[src/rtl/sync_bit_edge_filter.sv]
// sync_bit_edge_filter
//   Destination-domain consumer of a bit synchronizer. Rejects pulses shorter
//   than FILT_LEN consecutive samples, keeps a filtered LEVEL, and reports each
//   committed transition as a rise/fall event through a one-entry valid/ready
//   buffer. A sticky OVF flag records events dropped because the buffer was full.
//
//   Optional feature: define SYNC_EDGE_CNT_EN to add a 16-bit wrapping
//   committed-edge counter on EVT_CNT.
//
// Parameters
//   INIT      reset value of LEVEL (match the synchronizer's init)
//   FILT_W    width of FILT_LEN / qualification counter
// Ports
//   CLK, RST_N        clock, async active-low reset
//   D_IN              synchronized input level
//   EN                filter enable (low: no commits, qualification cleared)
//   FILT_LEN          required consecutive differing samples (0 acts as 1)
//   LEVEL             filtered level
//   EVT_VALID/EVT_RISE/EVT_READY  event buffer handshake, 1 = rise
//   OVF, OVF_CLR      sticky drop flag and its clear (set wins)
//   EVT_CNT           committed-edge count (SYNC_EDGE_CNT_EN only)

module sync_bit_edge_filter #(
    parameter logic INIT   = 1'b0,
    parameter int   FILT_W = 4
) (
    input  logic              CLK,
    input  logic              RST_N,
    input  logic              D_IN,
    input  logic              EN,
    input  logic [FILT_W-1:0] FILT_LEN,
    output logic              LEVEL,
    output logic              EVT_VALID,
    output logic              EVT_RISE,
    input  logic              EVT_READY,
    output logic              OVF,
    input  logic              OVF_CLR
`ifdef SYNC_EDGE_CNT_EN
    ,
    output logic [15:0]       EVT_CNT
`endif
);

    localparam int CW = FILT_W + 1;

    typedef enum logic {ST_STABLE = 1'b0, ST_QUAL = 1'b1} state_e;

    state_e          state_q, state_d;
    logic [CW-1:0]   cnt_q, cnt_d;
    logic [CW-1:0]   len_eff;
    logic [CW-1:0]   cnt_inc;
    logic            commit;
    logic            level_q, level_d;
    logic            evt_valid_q, evt_valid_d;
    logic            evt_rise_q, evt_rise_d;
    logic            ovf_q, ovf_d;
    logic            ovf_set;

    // A programmed length of 0 behaves exactly like 1.
    assign len_eff = (FILT_LEN == '0) ? CW'(1) : {1'b0, FILT_LEN};
    assign cnt_inc = cnt_q + CW'(1);

    // ---------------------------------------------------------------
    // State register
    // ---------------------------------------------------------------
    always_ff @(posedge CLK or negedge RST_N) begin
        if (!RST_N) begin
            state_q     <= ST_STABLE;
            cnt_q       <= '0;
            level_q     <= INIT;
            evt_valid_q <= 1'b0;
            evt_rise_q  <= 1'b0;
            ovf_q       <= 1'b0;
        end else begin
            state_q     <= state_d;
            cnt_q       <= cnt_d;
            level_q     <= level_d;
            evt_valid_q <= evt_valid_d;
            evt_rise_q  <= evt_rise_d;
            ovf_q       <= ovf_d;
        end
    end

    // ---------------------------------------------------------------
    // Next-state logic: qualification of a differing input
    // ---------------------------------------------------------------
    always_comb begin
        state_d = state_q;
        cnt_d   = cnt_q;
        commit  = 1'b0;
        if (!EN) begin
            state_d = ST_STABLE;
            cnt_d   = '0;
        end else begin
            case (state_q)
                ST_STABLE: begin
                    if (D_IN != level_q) begin
                        if (len_eff == CW'(1)) begin
                            commit = 1'b1;
                            cnt_d  = '0;
                        end else begin
                            state_d = ST_QUAL;
                            cnt_d   = CW'(1);
                        end
                    end
                end
                ST_QUAL: begin
                    if (D_IN == level_q) begin
                        state_d = ST_STABLE;
                        cnt_d   = '0;
                    end else if (cnt_inc >= len_eff) begin
                        // >= rather than == so a length lowered mid-qualification
                        // commits on the next differing sample.
                        commit  = 1'b1;
                        state_d = ST_STABLE;
                        cnt_d   = '0;
                    end else begin
                        cnt_d = cnt_inc;
                    end
                end
                default: begin
                    state_d = ST_STABLE;
                    cnt_d   = '0;
                end
            endcase
        end
    end

    // ---------------------------------------------------------------
    // Output logic: level, event buffer, overflow
    // ---------------------------------------------------------------
    always_comb begin
        level_d     = commit ? D_IN : level_q;
        evt_valid_d = evt_valid_q;
        evt_rise_d  = evt_rise_q;
        ovf_set     = 1'b0;
        if (commit) begin
            // Load when empty or when the held event leaves on this edge.
            if (!evt_valid_q || EVT_READY) begin
                evt_valid_d = 1'b1;
                evt_rise_d  = D_IN;
            end else begin
                ovf_set = 1'b1;
            end
        end else if (evt_valid_q && EVT_READY) begin
            evt_valid_d = 1'b0;
        end
        ovf_d = ovf_set | (ovf_q & ~OVF_CLR);
    end

    assign LEVEL     = level_q;
    assign EVT_VALID = evt_valid_q;
    assign EVT_RISE  = evt_rise_q;
    assign OVF       = ovf_q;

`ifdef SYNC_EDGE_CNT_EN
    logic [15:0] evt_cnt_q, evt_cnt_d;

    // Counts every commit, including ones whose event was dropped.
    always_comb begin
        evt_cnt_d = evt_cnt_q + {15'd0, commit};
    end

    always_ff @(posedge CLK or negedge RST_N) begin
        if (!RST_N) evt_cnt_q <= '0;
        else        evt_cnt_q <= evt_cnt_d;
    end

    assign EVT_CNT = evt_cnt_q;
`endif

endmodule

[config.mk]
export PLATFORM = sky130hd
export DESIGN_NAME = sync_bit_edge_filter
export DESIGN_NICKNAME = d
export VERILOG_FILES = /design/src/rtl/sync_bit_edge_filter.sv
export SDC_FILE = /design/constraint.sdc
export NUM_CORES = 1
export LEC_CHECK = 0
export CORE_AREA = 2 2 39 41
export CTS_CLUSTER_DIAMETER = 50
export CTS_CLUSTER_SIZE = 16
export DETAILED_ROUTE_END_ITERATION = 10
export DIE_AREA = 0 0 41 43
export PLACE_DENSITY = 0.76
export SLEW_MARGIN = 20
export SYNTH_ARGS = -nofsm -noshare
export SYNTH_HDL_FRONTEND = slang
export SYNTH_SLANG_ARGS = --single-unit
[constraint.sdc]
create_clock -name CLK -period 7.95 [get_ports CLK]
set_clock_uncertainty 0.2 [all_clocks]
set_input_delay 1.59 -clock CLK [delete_from_list [all_inputs] [get_ports CLK]]
set_output_delay 1.59 -clock CLK [all_outputs]
set_load 0.005 [all_outputs]
==> run summary, run 1 <==
Status -> completed
Syn_nets -> 75
Via density -> 5.46
Fin Setup TNS -> 0 ps
Sequential Area -> 250 um^2
Layout area overhead -> 26.6%
Vias in the first global route -> 488
TritonCTS Buffers -> 3
Hold-fix buffers, CTS -> 0
Setup Viol. Count Final -> 0
Core Rows -> 14
HP Class -> reg -> reg
Core area -> 1380 um^2
Yosys reg bits -> 10
H-tree depth -> 1
Worst path arrival time -> 3910 ps
Cell Pwr Density -> 228 nW/um^2
Final slew viol count -> 0
EDFF count, synth -> 0
Router iterations before antenna repair -> 4
Top cells by instance count after synthesis -> dfrtp_1 (10), ha_1 (5), inv_1 (4), nand2_1 (4), nand3_1 (3)
Syn Inst Count -> 60
Mapped cell area -> 631 um^2
Area occupied by multi-input gates -> 360 um^2
Non-filler instance count after layout -> 91
Top cell type's share of synthesized area -> 39.7%
Seq/Total Area, Yosys -> 39.7%
Routed Antenna Nets -> 0
Slowest stage cell, crit path -> clkdlybuf4s50_1
Postcts setup bufs -> 0
Final GP Congestion -> 0.750
Die footprint -> 1760 um^2
Req. time, crit path -> 7900 ps
Initial Utilization -> 45.6%
Iter 0 DRT Violations -> 9
Most used DFF post-synth -> dfrtp_1
Slowest stage delay, CP -> 480 ps
WL final -> 1080 um
Fin crit period -> 3970 ps
CP cell instances -> clkdlybuf4s50_1 -> nor3_1 -> or2_2 -> ha_1 -> nand2b_4 -> a2111o_1 -> a21oi_4 -> a211oi_2 -> mux2_4
Critical Path End Type -> flop
Synth warn -> 0
Post-DR wirelength/cell -> 11.9 um
Crit path launch type -> input port
Ranking of synthesized cells by area -> dfrtp_1 (40%), ha_1 (9.9%), mux2_4 (4.8%)
Worst hold slack -> 312 ps
Worst-Skew Late Latency -> 260 ps
Post-synth ARST share -> 100%
Syn avg cell area -> 10.5 um^2
Clock root cell -> clkbuf_4
Post-layout util -> 57.7%
Placed Instances -> 88
Diode count -> 0
Hold violation total from the final report -> 0
Worst-path clk slew -> 60 ps
CP Class -> in -> reg
Gr usage total -> 15.8%
Headroom to the max-slew limit -> 69.7%
Ports -> 14
CP bufs+invs -> 1
Crit path setup slack, layout -> 3980 ps
Share of cells above drive strength 1 -> 16.0%
Largest net degree at the start of global routing -> 11
First-pass GRT wire length -> 1870 um
CP Max Fanout -> 7
Post-cts resize count -> 0
Die X -> 41 um
Leading area contributor after synthesis -> dfrtp_1
Height of the die -> 43 um
Number of distinct library cells after synthesis -> 30
Fmax -> 252 MHz
Reg2Reg Setup Slack -> 5320 ps
CTS tree -> done
GR Overflow Total -> 0
Routed vias -> 497
Max Cap Violations -> 0
RSZ-0062 raised after global routing -> no
HPWL after DPL -> 883 um
Critical path's top delay family -> compound AO/OA/AOI/OAI gates
Clk buf depth -> 2
Pre-CTS setup slack -> 3700 ps
DRC -> 0
Number of clock sinks -> 10
Slew @ Worst Pin -> 453 ps
Final nets -> 92
Port Buffers -> 13
Maximum vdd drop -> 0.156 mV
Most common cell in the netlist -> dfrtp_1
Final critical-path share of the clock period -> 49.9%
Initial antenna violation count -> 0
Leakage power total -> 0.369 nW
Fillers -> 128
[layer usage]
metal	routed length (um)	global-route usage, %	up-vias
met5	0	0	-
met4	39	12.0	0
met3	66	2.09	5
met2	489	25.0	16
met1	488	18.0	226
li1	-	-	250
[through the flow]
| stage | cell area [um^2] | total power, W |
|---|---|---|
| after global placement | 776 | 0.000150 |
| after global routing | 798 | 0.000195 |
| after floorplan | 631 | 0.000124 |
| final | 798 | 0.000182 |
| after detailed placement | 776 | 0.000151 |
| after CTS | 798 | 0.000186 |
[layout by cell type, fill, tap and decap left out, types with 2 or more instances in the layout]
cell type and n:
nor2b_1 2, xnor2_1 2, a32o_1 2, inv_1 4, o21ai_0 2, or2_2 2
a21oi_1 2, dfrtp_1 10, nand3_1 3, clkbuf_4 3, nor2_1 2, o211ai_1 2
mux2_4 2, ha_1 5, clkdlybuf4s50_1 13, nand2_1 4
[final timing paths]
check / depth (start not counted) / startpoint / endpoint
worst max-delay path: 9 / FILT_LEN[2] / EVT_RISE
worst min-delay path: 1 / cnt_q[4] / cnt_q[4]
worst max register to register: 9 / cnt_q[0] / EVT_RISE
worst min register to register: 1 / cnt_q[4] / cnt_q[4]
max in group asynchronous: 1 / RST_N / cnt_q[0]
min in group asynchronous: 1 / RST_N / EVT_RISE
[power breakdown]
group,total [W],internal (W),switching [W]
Combinational,0.0000759,0.0000434,0.0000325
Sequential,0.0000737,0.0000619,0.0000118
Clock,0.0000329,0.0000174,0.0000155
Total,0.000182,0.000123,0.0000597
[state kept, by name, summed over array words and instances, names as in the netlist]
name and count:
state_q 1, cnt_q 5, EVT_VALID 1, EVT_RISE 1, OVF 1, LEVEL 1
[area by class of cell]
cell class,count,share of cell area [%]
tap,16,2.51
inverter,4,1.88
timing repair buffer,13,16.3
sequential,10,31.3
clock buffer,3,2.82
multi-input combinational,45,45.1
[cells by family (layout without fill, tap and decap cells)]
logic type | count (synthesis) | count (layout) | synth area share, %
compound gates | 15 | 15 | 19.8
buf+inv | 5 | 20 | 3.17
mux | 2 | 2 | 4.76
flops | 10 | 10 | 39.7
xor+xnor | 3 | 3 | 4.17
fa+ha+maj | 5 | 5 | 9.92
simple gates | 20 | 20 | 18.5
(Power assumes the default switching activity.)
==> run 2, diff against run 1 <==
- CORE_AREA: 2 2 39 41 -> default
- CORE_MARGIN: default -> 2
- CORE_UTILIZATION: default -> 43
- DIE_AREA: 0 0 41 43 -> default
- PLACE_DENSITY: 0.76 -> 0.72
- clock period: 7.95 -> 3.5 ns (I/O delays scaled with it)
==> run summary, run 2 (synthesis gave the netlist of run 1 again) <==
Fin crit period -> 3050 ps
Fin Setup TNS -> 0 ps
Crit path launch type -> input port
Core area -> 1330 um^2
DRC -> 0
Clk buf depth -> 2
Worst path arrival time -> 3000 ps
Final critical-path share of the clock period -> 87.1%
Worst-Skew Late Latency -> 260 ps
Hold violation total from the final report -> 0
First-pass GRT wire length -> 1950 um
Die X -> 42.3 um
Routed vias -> 497
Total power -> 0.000419 W
Final slew viol count -> 0
Commonest non-fill, non-tap cell in the layout -> clkdlybuf4s50_1
Max reg flops -> 5
Max Cap Violations -> 0
Critical Path End Type -> flop
HP Class -> reg -> reg
Leakage power total -> 0.374 nW
H-tree depth -> 1
Initial Utilization -> 47.3%
Pre-CTS setup slack -> 139 ps
Via density -> 5.46
Commonest non-fill, non-tap cells in the layout -> clkdlybuf4s50_1 (13), dfrtp_1 (10), ha_1 (5)
Number of clock sinks -> 10
Share of cells above drive strength 1 -> 17.1%
Hold-fix buffers, CTS -> 0
Initial antenna violation count -> 0
WL final -> 1120 um
Largest net degree at the start of global routing -> 11
Largest reg by FF count -> cnt_q
Fmax -> 328 MHz
Gr usage total -> 14.8%
Final GP Congestion -> 0.748
Diode count -> 0
Req. time, crit path -> 3440 ps
Postcts setup bufs -> 0
CTS tree -> done
Vias in the first global route -> 484
Headroom to the max-slew limit -> 71.1%
Post-cts resize count -> 0
Slew @ Worst Pin -> 431 ps
Die footprint -> 1790 um^2
HPWL after DPL -> 918 um
Iter 0 DRT Violations -> 8
Setup Viol. Count Final -> 0
Cell Pwr Density -> 521 nW/um^2
Core Rows -> 13
Final nets -> 93
Router iterations before antenna repair -> 4
Worst-path clk slew -> 60 ps
Layout area overhead -> 27.6%
CP Max Fanout -> 4
GR Overflow Total -> 0
TritonCTS Buffers -> 3
CP Class -> in -> reg
Routed Antenna Nets -> 0
Port Buffers -> 13
Post-DR wirelength/cell -> 12.3 um
RSZ-0062 raised after global routing -> no
Maximum vdd drop -> 0.265 mV
Height of the die -> 42.3 um
Status -> completed
Clock root cell -> clkbuf_4
Crit path setup slack, layout -> 450 ps
Ports -> 14
[run 2: cell count changes in the layout (fill, tap and decap cells not counted), sizes merged]
cell,change
buf,+1
[run 2: worst max-delay path: stages]
cell             delay [ps]
clkdlybuf4s50_1         420
nor3_1                  300
or2_2                   170
ha_1                    210
nand2b_4                140
a2111o_1                440
a21oi_4                 200
a211oi_2                100
mux2_4                  310
[run 2: power by group]
part	internal (W)	switching [W]
combinational	0.000101	0.0000756
sequential	0.000141	0.0000289
clock	0.0000394	0.0000334
[run 2: final timing paths]
kind                                  start  endpoint  slack, ps  cells after the start
worst max-delay path            FILT_LEN[1]  EVT_RISE        450                      9
worst min-delay path               cnt_q[4]  cnt_q[4]        310                      1
worst max register to register     cnt_q[0]  EVT_RISE        900                      9
worst min register to register     cnt_q[4]  cnt_q[4]        310                      1
max in group asynchronous             RST_N   state_q       2250                      1
min in group asynchronous             RST_N  EVT_RISE        550                      1
[run 2: through the flow]
step | area (um^2) | instances | util, % | hold slack (ps)
after floorplan | 631 | 60 | - | 204
after global placement | 782 | 88 | 58.6 | 292
after detailed placement | 782 | 88 | 58.6 | 311
after CTS | 805 | 91 | 60.3 | 325
after global routing | 805 | 91 | 60.3 | 343
final | 805 | 91 | 60.3 | 314
[run 2: cell type report]
cell class | instances | area (um^2)
clock buffer | 3 | 22.5
tap | 15 | 18.8
inverter | 4 | 15.0
timing repair buffer | 14 | 138
sequential | 10 | 250
multi-input combinational | 45 | 360
fill | 112 | 529
[run 2: per-layer routing]
| layer | wire (um) | global-route usage [%] |
|---|---|---|
| met3 | 54 | 1.72 |
| met5 | 0 | 0 |
| met1 | 500 | 17.0 |
| met2 | 527 | 24.6 |
| met4 | 38 | 11.3 |
